$ cat config.mk
export PLATFORM = sky130hd
export DESIGN_NAME = game_controller
export DESIGN_NICKNAME = d
export VERILOG_FILES = /design/src/rtl/game_controller.sv
export SDC_FILE = /design/constraint.sdc
export NUM_CORES = 1
export LEC_CHECK = 0
export BUFFER_PORTS_ARGS = -buffer_cell sky130_fd_sc_hd__buf_2
export CAP_MARGIN = 40
export CORE_MARGIN = 3
export CORE_UTILIZATION = 54
export CTS_CLUSTER_DIAMETER = 150
export CTS_CLUSTER_SIZE = 12
export DETAILED_ROUTE_END_ITERATION = 16
export PLACE_DENSITY = 0.84
export SETUP_SLACK_MARGIN = 0.05
export SKIP_LAST_GASP = 1
export SLEW_MARGIN = 20
export SYNTH_ARGS = -nofsm -noshare
export SYNTH_HDL_FRONTEND = slang
export SYNTH_SLANG_ARGS = --single-unit
export TNS_END_PERCENT = 5
$ cat constraint.sdc
create_clock -name clk -period 2.7 [get_ports clk]
set_input_delay 0.27 -clock clk [delete_from_list [all_inputs] [get_ports clk]]
set_output_delay 0.27 -clock clk [all_outputs]
set_load 0.005 [all_outputs]
$ cat src/rtl/game_controller.sv
// game_controller: cursor handling, placement sequencing and per-side scoring
// for a two-player board game. Talks to an external board memory (read and
// write ports) and to an external win checker through a start/done handshake.
module game_controller #(
  parameter int BOARD_N = 10,
  parameter int SCORE_W = 8
) (
  input  logic               clk,
  input  logic               rst_n,
  input  logic               btn_left,
  input  logic               btn_right,
  input  logic               btn_up,
  input  logic               btn_down,
  input  logic               btn_place,
  output logic [4:0]         cursor_x,
  output logic [4:0]         cursor_y,
  output logic [1:0]         turn,
  output logic               rd_en,
  output logic [4:0]         rd_x,
  output logic [4:0]         rd_y,
  input  logic [1:0]         rd_data,
  output logic               wr_en,
  output logic [4:0]         wr_x,
  output logic [4:0]         wr_y,
  output logic [1:0]         wr_val,
  output logic               chk_start,
  output logic [4:0]         chk_x,
  output logic [4:0]         chk_y,
  output logic [1:0]         chk_turn,
  input  logic               chk_done,
  input  logic               chk_win,
  output logic [SCORE_W-1:0] score_trig,
  output logic [SCORE_W-1:0] score_circ,
  output logic [6:0]         move_count,
  output logic               illegal,
  output logic               game_over
);

  typedef enum logic [2:0] {
    S_IDLE, S_READ, S_CHECK, S_WRITE, S_START, S_WAIT, S_UPDATE, S_OVER
  } state_t;

  localparam logic [1:0]         TURN_TRI  = 2'b01;
  localparam logic [1:0]         TURN_CIRC = 2'b10;
  localparam logic [4:0]         CUR_MAX   = 5'(BOARD_N - 1);
  localparam logic [6:0]         CELLS     = 7'(BOARD_N * BOARD_N);
  localparam logic [SCORE_W-1:0] SCORE_MAX = {SCORE_W{1'b1}};
  localparam logic [SCORE_W-1:0] SCORE_ONE = SCORE_W'(1);

  state_t             r_state;
  state_t             w_next_state;
  logic [4:0]         r_cur_x;
  logic [4:0]         r_cur_y;
  logic [4:0]         w_cur_x_nxt;
  logic [4:0]         w_cur_y_nxt;
  logic [1:0]         r_turn;
  logic [SCORE_W-1:0] r_score_trig;
  logic [SCORE_W-1:0] r_score_circ;
  logic [6:0]         r_move_count;
  logic [6:0]         w_move_inc;
  logic               r_win;
  logic               r_rd_en;
  logic               r_wr_en;
  logic               r_chk_start;
  logic               r_game_over;

  // Score counters stick at their maximum instead of wrapping.
  function automatic logic [SCORE_W-1:0] sat_inc(input logic [SCORE_W-1:0] v);
    logic [SCORE_W-1:0] res;
    if (v == SCORE_MAX) begin
      res = v;
    end else begin
      res = v + SCORE_ONE;
    end
    return res;
  endfunction

  assign w_move_inc = r_move_count + 7'd1;

  // Next-state decode for the placement sequence.
  always_comb begin
    w_next_state = r_state;
    case (r_state)
      S_IDLE:   w_next_state = btn_place ? S_READ : S_IDLE;
      S_READ:   w_next_state = S_CHECK;
      S_CHECK:  w_next_state = (rd_data == 2'b00) ? S_WRITE : S_IDLE;
      S_WRITE:  w_next_state = S_START;
      S_START:  w_next_state = S_WAIT;
      S_WAIT:   w_next_state = chk_done ? S_UPDATE : S_WAIT;
      S_UPDATE: w_next_state = (w_move_inc == CELLS) ? S_OVER : S_IDLE;
      S_OVER:   w_next_state = S_OVER;
      default:  w_next_state = S_IDLE;
    endcase
  end

  // Cursor moves only in IDLE without a place request; one move, left first.
  always_comb begin
    w_cur_x_nxt = r_cur_x;
    w_cur_y_nxt = r_cur_y;
    if (r_state == S_IDLE && !btn_place) begin
      if (btn_left) begin
        w_cur_x_nxt = (r_cur_x == 5'd0) ? r_cur_x : r_cur_x - 5'd1;
      end else if (btn_right) begin
        w_cur_x_nxt = (r_cur_x == CUR_MAX) ? r_cur_x : r_cur_x + 5'd1;
      end else if (btn_up) begin
        w_cur_y_nxt = (r_cur_y == 5'd0) ? r_cur_y : r_cur_y - 5'd1;
      end else if (btn_down) begin
        w_cur_y_nxt = (r_cur_y == CUR_MAX) ? r_cur_y : r_cur_y + 5'd1;
      end else begin
        w_cur_x_nxt = r_cur_x;
      end
    end else begin
      w_cur_x_nxt = r_cur_x;
    end
  end

  // State and cursor registers; strobes are registered from the next state.
  always_ff @(posedge clk) begin
    if (!rst_n) begin
      r_state     <= S_IDLE;
      r_cur_x     <= 5'd0;
      r_cur_y     <= 5'd0;
      r_rd_en     <= 1'b0;
      r_wr_en     <= 1'b0;
      r_chk_start <= 1'b0;
      r_game_over <= 1'b0;
    end else begin
      r_state     <= w_next_state;
      r_cur_x     <= w_cur_x_nxt;
      r_cur_y     <= w_cur_y_nxt;
      r_rd_en     <= (w_next_state == S_READ);
      r_wr_en     <= (w_next_state == S_WRITE);
      r_chk_start <= (w_next_state == S_START);
      r_game_over <= (w_next_state == S_OVER);
    end
  end

  // Game bookkeeping: win capture, scores, move count and side to move.
  always_ff @(posedge clk) begin
    if (!rst_n) begin
      r_turn       <= TURN_TRI;
      r_score_trig <= '0;
      r_score_circ <= '0;
      r_move_count <= 7'd0;
      r_win        <= 1'b0;
    end else begin
      if (r_state == S_WAIT && chk_done) begin
        r_win <= chk_win;
      end
      if (r_state == S_UPDATE) begin
        r_move_count <= w_move_inc;
        r_turn       <= (r_turn == TURN_TRI) ? TURN_CIRC : TURN_TRI;
        if (r_win && r_turn == TURN_TRI) begin
          r_score_trig <= sat_inc(r_score_trig);
        end
        if (r_win && r_turn == TURN_CIRC) begin
          r_score_circ <= sat_inc(r_score_circ);
        end
      end
    end
  end

  // Cursor and turn are frozen outside IDLE/UPDATE, so the checker request
  // fields stay stable for the whole START..WAIT window.
  assign cursor_x   = r_cur_x;
  assign cursor_y   = r_cur_y;
  assign turn       = r_turn;
  assign rd_en      = r_rd_en;
  assign rd_x       = r_cur_x;
  assign rd_y       = r_cur_y;
  assign wr_en      = r_wr_en;
  assign wr_x       = r_cur_x;
  assign wr_y       = r_cur_y;
  assign wr_val     = r_turn;
  assign chk_start  = r_chk_start;
  assign chk_x      = r_cur_x;
  assign chk_y      = r_cur_y;
  assign chk_turn   = r_turn;
  assign score_trig = r_score_trig;
  assign score_circ = r_score_circ;
  assign move_count = r_move_count;
  assign game_over  = r_game_over;
  // Occupancy is known only when read data arrives, so this flag follows it.
  assign illegal    = (r_state == S_CHECK) && (rd_data != 2'b00);

endmodule

==> run metrics <==
FF+latch area 860.8 um^2; Routability Congestion 0.7683; vias 2,034; DRC viols 0; Logic pwr share 15.2%; cell-internal power 0.0009260 W; CTS buffer count 5; Synth Instances 278; Final period util 76.34%; CP max FO 11; Setup Buffers After CTS 0; vias per inst 5.367; Multi-input gate area 0.001216 mm^2; ant diodes 0; worst min-delay path class input pin to flop; r2r endpoint chk_y[4]; # IOs 85; Port Buffers 84; CP endpoint kind flop; Die Width 72.77 um; die footprint 0.005295 mm^2; Fmax achieved 0.4852 GHz; max_slew headroom 50.35%; internal reg-to-reg setup slack 640 ps; area grow syn2layout 12.06%; Switch Pwr 0.0003453 W; Final Hold Fails 0; PD cells 471.3 mW/mm^2; Mapped Nets 300; VDD IR max 0.3195 mV; cts hold-fix bufs 0; total track usage 18.72%; initial antenna violation count 0; row count 23; DR WL/cell 12.99 um; minimum clock period 2061 ps; CTS tree built; clock power share 31.0%; R2R Path Start r_state[0]; Fillers 375; commonest non-fill, non-tap cell in the layout buf_2; CTS sink cnt 43; CTS resizes 0; fin nets 350; EDFF count, synth 0; sequential area share after synthesis 35.76%; grt total ovfl 0; die height 72.77 um; Mapped Avg Cell Area 8.659 um^2; layout cells sized above 1 29.48%; clock latency reported for the late side of the worst-skew pair 290 ps; CTS clk-pin slew, worst paths 80 ps; CP arrival 2290 ps; Initial Util 58.09%; Main synth FF type dfxtp_1; Syn Std Cell Area 0.002407 mm^2; Finish-stage setup viols 0; First DRT Iteration DRCs 117; clk buf depth 2; most frequent cells in the layout 84 x buf_2, 43 x dfxtp_1, 37 x nor2_1, 14 x nand2_1, 14 x xor2_1; CP required 2930 ps; crit path launch type flop; Post-DRT Antenna Nets 0; CP startpoint r_state[0]; critical path type flop to flop; leakage 1.327 nW; Layout Skew 9.737 ps; yosys warns 0; setup tns final 0 ps; H-tree level count 2; Clock Root Buffer clkbuf_8; max-cap viol count 0; vias in the first global route 1,838; switch share 27.16%; post-layout power 0.001271 W; first-pass GRT wire length 8010 um; status completed; dpl hpwl 3768 um; Final Max Tran Viols 0; pin count of the biggest net entering global routing 24; worst r2r path cells 5; Netlist cell types 45; actual slew at the worst max-slew pin 736.6 ps; core area 0.004144 mm^2; Yosys reg bits 43; ys async rst share 0%; WL final 4922 um; part of the power in registers 53.8%; CP endpoint chk_y[4]; drt pass-1 iters 4; RSZ-0062 raised after global routing false
==> state kept, by name, summed over array words and instances, names as in the netlist <==
| name | cells |
|---|---|
| chk_start | 1 |
| chk_turn | 2 |
| chk_x | 5 |
| chk_y | 5 |
| game_over | 1 |
| move_count | 7 |
| r_state | 3 |
| r_win | 1 |
| rd_en | 1 |
| score_circ | 8 |
| score_trig | 8 |
| wr_en | 1 |
==> area by class of cell <==
cell class	instances	share of cell area, %
clock buffer	6	2.690
clock inverter	2	0.4638
inverter	12	1.670
multi-input combinational	181	45.08
sequential	43	31.91
tap	50	2.319
timing repair buffer	85	15.86
==> metal layers <==
| metal | track usage (%) | part of all wire (%) | vias up |
|---|---|---|---|
| li1 | - | - | 1019 |
| met1 | 21.88 | 43 | 951 |
| met2 | 34.27 | 52 | 62 |
| met3 | 4.270 | 5.1 | 2 |
| met4 | 4.713 | 0.49 | 0 |
| met5 | 0 | 0 | - |
==> power groups by stage <==
stage | clock network [W] | logic (W) | registers (W)
2_1_floorplan | 0 | 0.000169 | 0.000689
3_3_place_gp | 0 | 0.000191 | 0.000696
3_5_place_dp | 0 | 0.000196 | 0.000698
4_1_cts | 0.000406 | 0.000197 | 0.000684
5_1_grt | 0.000429 | 0.000219 | 0.000689
6_report | 0.000394 | 0.000193 | 0.000684
==> Yosys cell counts, types with 3 or more instances <==
library cell   n  area share (%)
dfxtp_1       43              36
nor2_1        37             5.8
buf_4         34              11
nand2_1       14             2.2
xor2_1        14             5.1
a21oi_1       11             2.3
inv_1         11             1.7
xnor2_1       11             4.0
nand4_1       10             2.6
ha_1           9             4.7
clkbuf_1       8             1.2
o21ai_0        8             1.7
mux2i_1        7             2.9
nand3_1        6             1.2
nor3_1         6             1.2
and3_1         4             1.0
nand2b_1       4             1.0
a31oi_1        3            0.78
nor2b_1        3            0.78
or3_1          3            0.78
==> how the worst min path moves through the flow <==
stage / cells past startpoint / from / endpoint / slack (ps)
after floorplan: 1 / rd_data[1] / wr_en / 350
after global placement: 2 / rd_data[1] / wr_en / 470
after detailed placement: 2 / rd_data[1] / wr_en / 470
after CTS: 2 / rd_data[1] / wr_en / 160
after global routing: 2 / rd_data[0] / wr_en / 170
final: 2 / rd_data[1] / wr_en / 170
==> critical path, stage by stage (launching register included) <==
cell     delay, ps
dfxtp_1        410
or4_4          610
nor4_4         230
o41ai_2        190
or4_1          490
nand2_1         70
==> kinds of logic (layout without fill, tap and decap cells) <==
group,count (synthesis),after routing,synth area share (%)
AO/OA/AOI/OAI,37,37,10.19
adder cells (fa/ha/maj),11,11,6.341
XOR/XNOR,25,25,9.096
flip-flops,43,43,35.76
buffers and inverters,54,105,13.72
AND/OR/NAND/NOR,101,101,21.99
multiplexers,7,7,2.911
==> per-stage QoR <==
stage / utilization [%] / std cells / instance area (um^2) / setup slack [ps] / hold WS (ps)
3_5_place_dp: 63.04 / 371 / 2613 / 665.1 / 468.8
5_1_grt: 65.10 / 379 / 2698 / 513.1 / 165.3
4_1_cts: 65.10 / 379 / 2698 / 642.0 / 162.4
3_3_place_gp: 63.04 / 371 / 2613 / 710.9 / 467.2
2_1_floorplan: - / 278 / 2407 / 865.5 / 348.1
6_report: 65.10 / 379 / 2698 / 638.9 / 173.5
No activity file was read; power rests on OpenSTA's default activity.
